[config.mk]
export PLATFORM = sky130hd
export DESIGN_NAME = gcm_len_tracker
export DESIGN_NICKNAME = d
export VERILOG_FILES = /design/src/rtl/gcm_len_tracker.sv
export SDC_FILE = /design/constraint.sdc
export NUM_CORES = 1
export LEC_CHECK = 0
export ABC_CLOCK_PERIOD_IN_PS = 2300
export CAP_MARGIN = 25
export CELL_PAD_IN_SITES_DETAIL_PLACEMENT = 1
export CELL_PAD_IN_SITES_GLOBAL_PLACEMENT = 1
export CORE_MARGIN = 3
export CORE_UTILIZATION = 35
export DETAILED_ROUTE_END_ITERATION = 16
export GPL_TIMING_DRIVEN = 0
export PLACE_DENSITY = 0.78
export SLEW_MARGIN = 20
export SYNTH_ARGS = -nofsm -noshare
export SYNTH_HDL_FRONTEND = slang
export SYNTH_SLANG_ARGS = --single-unit
[constraint.sdc]
create_clock -name clk -period 2.3 [get_ports clk]
set_input_delay 0.46 -clock clk [delete_from_list [all_inputs] [get_ports clk]]
set_output_delay 0.46 -clock clk [all_outputs]
set_load 0.01 [all_outputs]
[src/rtl/gcm_len_tracker.sv]
// GCM len(A)||len(C) tracker: counts AAD/text bit lengths and hands the length block to GHASH.
// Optional length-limit checking is built when GCM_LEN_LIMIT_EN is defined.
module gcm_len_tracker #(
    parameter int unsigned LEN_W = 64
`ifdef GCM_LEN_LIMIT_EN
    ,
    parameter logic [63:0] A_MAX_BITS = 64'hFFFF_FFFF_FFFF_FFFF,
    parameter logic [63:0] C_MAX_BITS = 64'd549755813632
`endif
) (
    input  logic               clk,
    input  logic               rst_n,
    input  logic               clr_i,
    input  logic               aad_vld_i,
    input  logic               txt_vld_i,
    input  logic [4:0]         nbytes_i,
    input  logic               fin_i,
    output logic               len_vld_o,
    input  logic               len_rdy_i,
    output logic [2*LEN_W-1:0] len_blk_o,
    output logic               busy_o,
    output logic               seq_err_o,
    output logic               lim_err_o
);

    typedef enum logic [1:0] {StIdle, StAad, StTxt, StOut} state_e;

    state_e             state_q, state_d;
    logic [LEN_W-1:0]   len_a_q, len_a_d, len_c_q, len_c_d;
    logic               a_done_q, a_done_d, c_done_q, c_done_d;
    logic               seq_q, seq_d;

    logic               nz, any_beat, fmt_ok, beat_a, beat_c, partial;
    logic [LEN_W-1:0]   add_bits, sum_a, sum_c;

    assign nz       = (nbytes_i != 5'd0);
    assign any_beat = (aad_vld_i || txt_vld_i) && nz;
    assign fmt_ok   = (nbytes_i <= 5'd16) && !(aad_vld_i && txt_vld_i);
    assign beat_a   = aad_vld_i && any_beat && fmt_ok;
    assign beat_c   = txt_vld_i && any_beat && fmt_ok;
    assign partial  = (nbytes_i < 5'd16);
    assign add_bits = LEN_W'({nbytes_i, 3'b000});
    assign sum_a    = len_a_q + add_bits;
    assign sum_c    = len_c_q + add_bits;

`ifdef GCM_LEN_LIMIT_EN
    logic        lim_q, lim_d;
    logic [64:0] ext_a, ext_c;
    logic        ovf_a, ovf_c;

    // Compare in 65 bits so a full-width LEN_W sum cannot hide an overflow.
    assign ext_a = 65'(len_a_q) + 65'({nbytes_i, 3'b000});
    assign ext_c = 65'(len_c_q) + 65'({nbytes_i, 3'b000});
    assign ovf_a = ext_a > {1'b0, A_MAX_BITS};
    assign ovf_c = ext_c > {1'b0, C_MAX_BITS};
`endif

    always_comb begin
        state_d  = state_q;
        len_a_d  = len_a_q;
        len_c_d  = len_c_q;
        a_done_d = a_done_q;
        c_done_d = c_done_q;
        seq_d    = seq_q;
`ifdef GCM_LEN_LIMIT_EN
        lim_d    = lim_q;
`endif
        if (clr_i) begin
            state_d  = StIdle;
            len_a_d  = '0;
            len_c_d  = '0;
            a_done_d = 1'b0;
            c_done_d = 1'b0;
            seq_d    = 1'b0;
`ifdef GCM_LEN_LIMIT_EN
            lim_d    = 1'b0;
`endif
        end else begin
            unique case (state_q)
                StOut: begin
                    if (any_beat || fin_i) seq_d = 1'b1;
                    if (len_rdy_i) begin
                        state_d  = StIdle;
                        len_a_d  = '0;
                        len_c_d  = '0;
                        a_done_d = 1'b0;
                        c_done_d = 1'b0;
                    end
                end
                StIdle, StAad, StTxt: begin
                    if (any_beat && !fmt_ok) seq_d = 1'b1;
                    if (beat_a) begin
                        if (state_q == StTxt || a_done_q) begin
                            seq_d = 1'b1;
                        end else begin
                            state_d = StAad;
                            if (partial) a_done_d = 1'b1;
`ifdef GCM_LEN_LIMIT_EN
                            if (ovf_a) lim_d = 1'b1;
                            else       len_a_d = sum_a;
`else
                            len_a_d = sum_a;
`endif
                        end
                    end
                    if (beat_c) begin
                        if (c_done_q) begin
                            seq_d = 1'b1;
                        end else begin
                            state_d = StTxt;
                            if (partial) c_done_d = 1'b1;
`ifdef GCM_LEN_LIMIT_EN
                            if (ovf_c) lim_d = 1'b1;
                            else       len_c_d = sum_c;
`else
                            len_c_d = sum_c;
`endif
                        end
                    end
                    // A same-cycle beat has already been folded in above.
                    if (fin_i) state_d = StOut;
                end
                default: state_d = StIdle;
            endcase
        end
    end

    always_ff @(posedge clk or negedge rst_n) begin
        if (!rst_n) begin
            state_q  <= StIdle;
            len_a_q  <= '0;
            len_c_q  <= '0;
            a_done_q <= 1'b0;
            c_done_q <= 1'b0;
            seq_q    <= 1'b0;
        end else begin
            state_q  <= state_d;
            len_a_q  <= len_a_d;
            len_c_q  <= len_c_d;
            a_done_q <= a_done_d;
            c_done_q <= c_done_d;
            seq_q    <= seq_d;
        end
    end

`ifdef GCM_LEN_LIMIT_EN
    always_ff @(posedge clk or negedge rst_n) begin
        if (!rst_n) lim_q <= 1'b0;
        else        lim_q <= lim_d;
    end
    assign lim_err_o = lim_q;
`else
    assign lim_err_o = 1'b0;
`endif

    assign len_vld_o = (state_q == StOut);
    assign busy_o    = (state_q != StIdle);
    assign len_blk_o = {len_a_q, len_c_q};
    assign seq_err_o = seq_q;

endmodule

Yosys cells after proc, flatten, opt, wreduce, memory -nomap -nowiden
Cells that the tools add are included.
{"block": "op_classes", "magnitude_cmp": 2, "n_eq_ne": 10, "reduce_logical": 21, "addsub": 2, "muxes": 36}
{"operator": "two-way mux 64 bit", "count": 7}
{"operator": "case mux 64 bit (2 select lines)", "count": 2}
{"operator": "adder 64 x 8 -> 64 bit", "count": 2}
{"operator": "two-way mux 1 bit", "count": 16}
{"operator": "inequality test 3 bit, second input constant", "count": 5}
{"operator": "two-way mux 2 bit", "count": 7}
{"operator": "logical AND 1 bit", "count": 8}
{"operator": "inequality test 3 x 2 -> 1 bit, second input constant", "count": 2}
{"operator": "case mux 1 bit (2 select lines)", "count": 3}
{"operator": "AND reduction 3 bit", "count": 2}
{"operator": "<= comparator 5 bit, second input constant", "count": 1}
{"operator": "less-than comparator 5 bit, second input constant", "count": 1}
{"operator": "nonzero test 5 bit", "count": 1}
{"operator": "equality test 2 bit, second input constant", "count": 2}
{"operator": "case mux 2 bit (2 select lines)", "count": 1}
{"operator": "AND reduction 4 bit", "count": 1}
{"operator": "logical OR 1 bit", "count": 3}
{"operator": "OR reduction 3 bit", "count": 1}
{"operator": "equality test 2 x 1 -> 1 bit, second input constant", "count": 1}
{"operator": "zero test 1 bit", "count": 2}
{"operator": "zero test 2 bit", "count": 1}
{"operator": "AND reduction 2 bit", "count": 1}
{"operator": "nonzero test 2 bit", "count": 1}
{"block": "totals", "inputBits": 12, "ff_bits": 133, "output_inout_bits": 132, "wordCells": 77}

Longest topological paths before layout
Gate-level depths: netlist of run 1.
{"block": "logic_depth", "ltp_word": 12, "mapped_depth": 11, "depth_no_buf": 8}

Least setup slack after synthesis of run 1
No wires, ideal clock.
{"block": "synth_timing", "kind": "in2reg", "startpoint": "input port nbytes_i[1]", "endpoint": "register len_c_q[44]", "arrival_ns": 2.618, "n_path_buf": 1, "stages": 7, "setup_ns": 0.078, "path_slack_ns": -0.396, "path_cell_list": "or4_1 > buf_2 > mux2_4 > o21ai_2 > or4_4 > or4_1 > a21oi_1"}
{"block": "synth_via", "elab_chain_len": 6, "elab_cells_between_ends": 13, "cone_classes": "add/sub (1); order compare (1); eq/ne (1); mux (4); reduce/logical (6)"}
{"item": "from (decl)", "line": "16", "text": "input logic [4:0] nbytes_i,"}
{"item": "parallel branches: the longest is 6 deep, another holds adder 64 x 8 -> 64 bit"}
{"item": "to (signal assigned)", "line": "139", "text": "len_c_q <= len_c_d;"}
{"item": "to (decl)", "line": "29", "text": "logic [LEN_W-1:0] len_a_q, len_a_d, len_c_q, len_c_d;"}
Several ways; the timed one is not identified. The select of a mux whose other input is x is not followed.
A chain may end at the register's enable or synchronous reset.

Worst setup path after layout of run 1
{"block": "layout_timing", "startpoint": "register state_q[1]", "endpoint": "register len_a_q[38]"}
{"block": "layout_via", "elab_chain_len": 4, "elab_cells_between_ends": 12, "cone_classes": "eq/ne (6); mux (2); reduce/logical (4)"}
{"item": "from (decl)", "line": "28", "text": "state_e state_q, state_d;"}
{"item": "from (signal assigned)", "line": "130", "text": "state_q <= StIdle;"}
{"item": "from (signal assigned)", "line": "137", "text": "state_q <= state_d;"}
{"item": "equality test 2 bit, or another cell as far along", "line": "79, 93"}
{"item": "OR reduction 3 bit or logical OR 1 bit (tied branches)", "line": "79, 93"}
{"item": "inequality test 3 bit (no line) or case mux 64 bit (2 select lines) (tied branches)"}
{"item": "AND reduction 3 bit (no line) or two-way mux 64 bit (tied branches)"}
{"item": "to (signal assigned)", "line": "138", "text": "len_a_q <= len_a_d;"}
{"item": "to (decl)", "line": "29"}
Several ways; a longest one is shown, not always the timed one.

==> results of run 1 <==
## worst register-to-register path, delay by kind of cell, from the launching register on
kind | cells | cell delay [ns]
AOI/OAI and AO/OA | 3 | 0.84
and+or+nand+nor | 2 | 0.61
buffers and inverters | 2 | 0.42
DFF | 1 | 0.41
## per-stage QoR
stage	hold slack, ns	instance area [µm²]
global route	0.559	11100
CTS	0.475	10100
floorplan	0.164	7230
detailed placement	0.406	8960
finish	0.541	11100
global placement	0.493	8930
## synthesized netlist by cell type (all sizes together) (5+ instances only)
cell	n
nor2	100
xor2	8
nand4	26
inv	22
dfrtp	127
o21ai	41
nor3	23
nor4	50
or4	6
buf	25
a21oi	45
clkbuf	19
ha	10
and3	11
nand2	70
or3	33
o31ai	10
or2	5
nand3	38
xnor2	72
## layout by cell type, fill, tap and decap left out, types with 4 or more instances in the layout
cell,netlist,final
clkdlybuf4s50_1,0,127
xnor2_1,72,72
nand4_1,24,24
buf_6,2,11
dfrtp_1,127,107
a21oi_2,0,14
ha_4,0,9
o21ai_2,1,10
and3_1,11,10
o21ai_0,40,24
or3_1,33,28
or4_4,1,5
nor3_1,22,17
clkbuf_1,18,9
buf_4,9,77
o31ai_1,10,8
nor4_2,0,21
nor4_4,0,15
clkinvlp_4,0,5
o21ai_1,0,6
buf_8,0,9
conb_1,1,7
nor4_1,50,14
nor2_1,99,97
dfrtp_2,0,20
nand3_1,38,34
clkbuf_16,0,21
a21oi_1,45,30
inv_1,22,22
or3_4,0,5
xor2_1,8,7
buf_2,12,4
nand2_1,69,68
## layer usage
layer / vias to the layer above / global-route usage (%)
met5: - / 0
met4: 4 / 6.00
met2: 238 / 38.8
met1: 3807 / 30.2
met3: 58 / 4.45
li1: 3287 / -
## state kept, by name (all words and copies together), names as in the netlist
| signal | cells |
|---|---|
| seq_err_o | 1 |
| a_done_q | 1 |
| c_done_q | 1 |
| len_c_q | 61 |
| len_a_q | 61 |
| state_q | 2 |
## power by group through the flow
stage	clock, mW	sequential, mW	combinational, mW
after global routing	2.89	2.35	1.17
after CTS	2.76	2.34	0.887
after global placement	0	2.38	0.717
after floorplan	0	2.39	0.379
final	2.76	2.35	1.09
after detailed placement	0	2.38	0.740
## cell families after synthesis
kind of cell,after synthesis,share of synthesized area [%]
other,1,0.0532
adders and majority gates,13,2.49
and+or+nand+nor,380,27.6
AOI/OAI and AO/OA,118,9.95
buffers and inverters,66,4.44
xor gates and xnor gates,80,9.95
DFF,127,45.1
muxes,2,0.355
## worst max path at each step
stage | from | endpoint | slack [ns] | cells past startpoint
2_1_floorplan | nbytes_i[1] | len_c_q[44]$_DFFE_PN0P_ | -0.17 | 7
3_3_place_gp | rst_n | len_c_q[49]$_DFFE_PN0P_ | -4.59 | 1
3_5_place_dp | nbytes_i[0] | len_a_q[55]$_DFFE_PN0P_ | -1.24 | 10
4_1_cts | nbytes_i[1] | len_c_q[44]$_DFFE_PN0P_ | -0.07 | 7
5_1_grt | len_c_q[3]$_DFFE_PN0P_ | len_c_q[61]$_DFFE_PN0P_ | -0.17 | 10
6_report | state_q[1]$_DFFE_PN0P_ | len_a_q[38]$_DFFE_PN0P_ | -0.06 | 7
## cell type report
class                      instances  area [µm²]  share of cell area, %
multi-input combinational        601        4460                   40.2
timing repair buffer             216        2080                   18.8
tap                              265         332                   2.99
clock buffer                      19         453                   4.08
inverter                          22        82.6                  0.745
buffer                            41         340                   3.07
sequential                       127        3200                   28.9
clock inverter                    13         139                   1.25
## timing repair
item / 4_1_cts / 5_1_grt
buffers inserted: 37 / 35
setup endpoints to repair: 124 / 99
hold endpoints to repair: 52 / 0
pin swaps: 25 / 49
hold buffers: 1 / 0
cloned: 0 / 7
gates resized for setup: 97 / 138
==> impl_metrics.yaml, run 1 <==
sta:
  slew_viol_final: 0
  layout_setup_ws_ns: -0.0615
  hold_violations: 0
  layout_worst_path_cycle_share_pct: 103
  setup_tns_ns: -0.434
  skew_ns: 0.0134
  max_slew_margin_pct: 44.0
  fin_crit_ns: 2.36
  rsz0062_at_grt: "true"
  finalSetupViolCount: 15
  fmax_ghz: 0.423
  worstMarginPinSlew_ns: 0.841
critical_path:
  path_buf_inv: 2
  ff2ff_setup_slack_ns: -0.06
  cp_max_fo: 10
  crit_slowest_cell: "a2111oi_4"
  ff2ff_path_depth: 7
  critPathLaunchType: "register"
  r2r_start: "state_q[1]$_DFFE_PN0P_"
  r2r_end: "len_a_q[38]$_DFFE_PN0P_"
  cpLargestDelayFamily: "compound AO/OA/AOI/OAI gates"
  end_kind: "register"
  max_stage_delay_ns: 0.47
  crit_type: "register to register"
  cp.arrival_ns: 2.70
  crit_chain: "buf_6 > a2111oi_4 > a31oi_4 > buf_2 > nor4_2 > nand3b_1 > a21oi_1"
  worst-endpoint-required_ns: 2.63
cells_and_area:
  final_cells: 1304
  fillCellCount: 2153
  diodes: 0
  nNetsFinal: 1050
  syn_to_final_growth_pct: 57.5
  drive_gt1_share_pct: 27.5
  fin_util_pct: 56.6
route:
  drc: 0
  via_per_inst: 5.67
  wl_mm: 28.1
  vias: 7394
  wl_met3_mm: 1.41
  routedWlPerCell_um: 21.6
  highest_layer: "met5"
  dr.first_iter.drc_count: 371
  antenna_left: 0
  met1Wirelength_mm: 11.7
  met2WireLength_mm: 14.3
  first_pass_iters: 5
yosys:
  ys_ff_latch: 127
  ys_types: 58
  syn_area_per_cell_um2: 8.95
  ys_top_cells_by_area: "dfrtp_1 (45%), xnor2_1 (9.0%), nor2_1 (5.3%), nor4_1 (4.4%), nand2_1 (3.7%)"
  netlist_area_mm2: 0.00704
  syn_inst: 787
  yosys.area.top_type: "dfrtp_1"
  yosysSeqAreaShare_pct: 45.1
  ys_async_sr_fraction_pct: 100
  synth_top_area_share_pct: 45.1
  synth_edf_count: 0
  yosys_warnings: 0
  synth_ff_type: "dfrtp_1"
floorplan:
  ioPinCount: 144
  die_h_um: 148
  start_util_pct: 36.0
  row_count: 51
  dieArea_mm2: 0.0219
  core_mm2: 0.0196
  die_w_um: 148
run_status:
  status: "complete, but fails checks"
  violations: "setup timing"
clock_network:
  cts_max_path_buffers: 2
  cts_root_buffer: "clkbuf_16"
  cts.clk_slew.worst_paths_ns: 0.06
  cts_tree: "built"
  clock_latency_ns: 0.43
  cts_buffers: 17
  htreeDepth: 4
  clock-sinks: 127
global_route:
  grt_remaining_overflow: 0
  grt_pass1_vias: 7493
  antenna_found_initial: 2
  grt_start_max_net_pins: 76
  grt_pass1_wl_mm: 40.6
  grt_usage_pct: 22.9
place:
  gp_congestion: 0.778
  dpl.hpwl_mm: 16.3
  portBuffers: 136
  pre_cts_ws_ns: -1.24
  place_inst: 1195
power_and_ir_drop:
  power_frac_clock_pct: 44.5
  power_density_mw_per_mm2: 559
  pwr-share-comb_pct: 17.6
  power.switching_mw: 1.78
  internal_power_mw: 4.42
  p_seq_share_pct: 37.9
  power_mw: 6.20
  sw_frac_of_total_pct: 28.7
  power.leakage_nw: 4.24
  peakVddDrop_mv: 0.503
worst_hold_path:
  hold_path.class: "input pin to register"
  hold_end: "len_a_q[3]$_DFFE_PN0P_"
  hold_depth: 4
  hp-start: "nbytes_i[0]"
job:
  maxCapViolCount: 0
Power figures use the tool's default switching activity.
==> run 2: changes to the inputs <==
--- a/config.mk
+++ b/config.mk
@@ -12,6 +12,7 @@
 export CORE_MARGIN = 3
 export CORE_UTILIZATION = 35
 export DETAILED_ROUTE_END_ITERATION = 16
+export GPL_ROUTABILITY_DRIVEN = 0
 export GPL_TIMING_DRIVEN = 0
 export PLACE_DENSITY = 0.78
 export SLEW_MARGIN = 20
==> results of run 2 <==
Same layout as run 1: the final DEF is identical, and so are final timing and power.
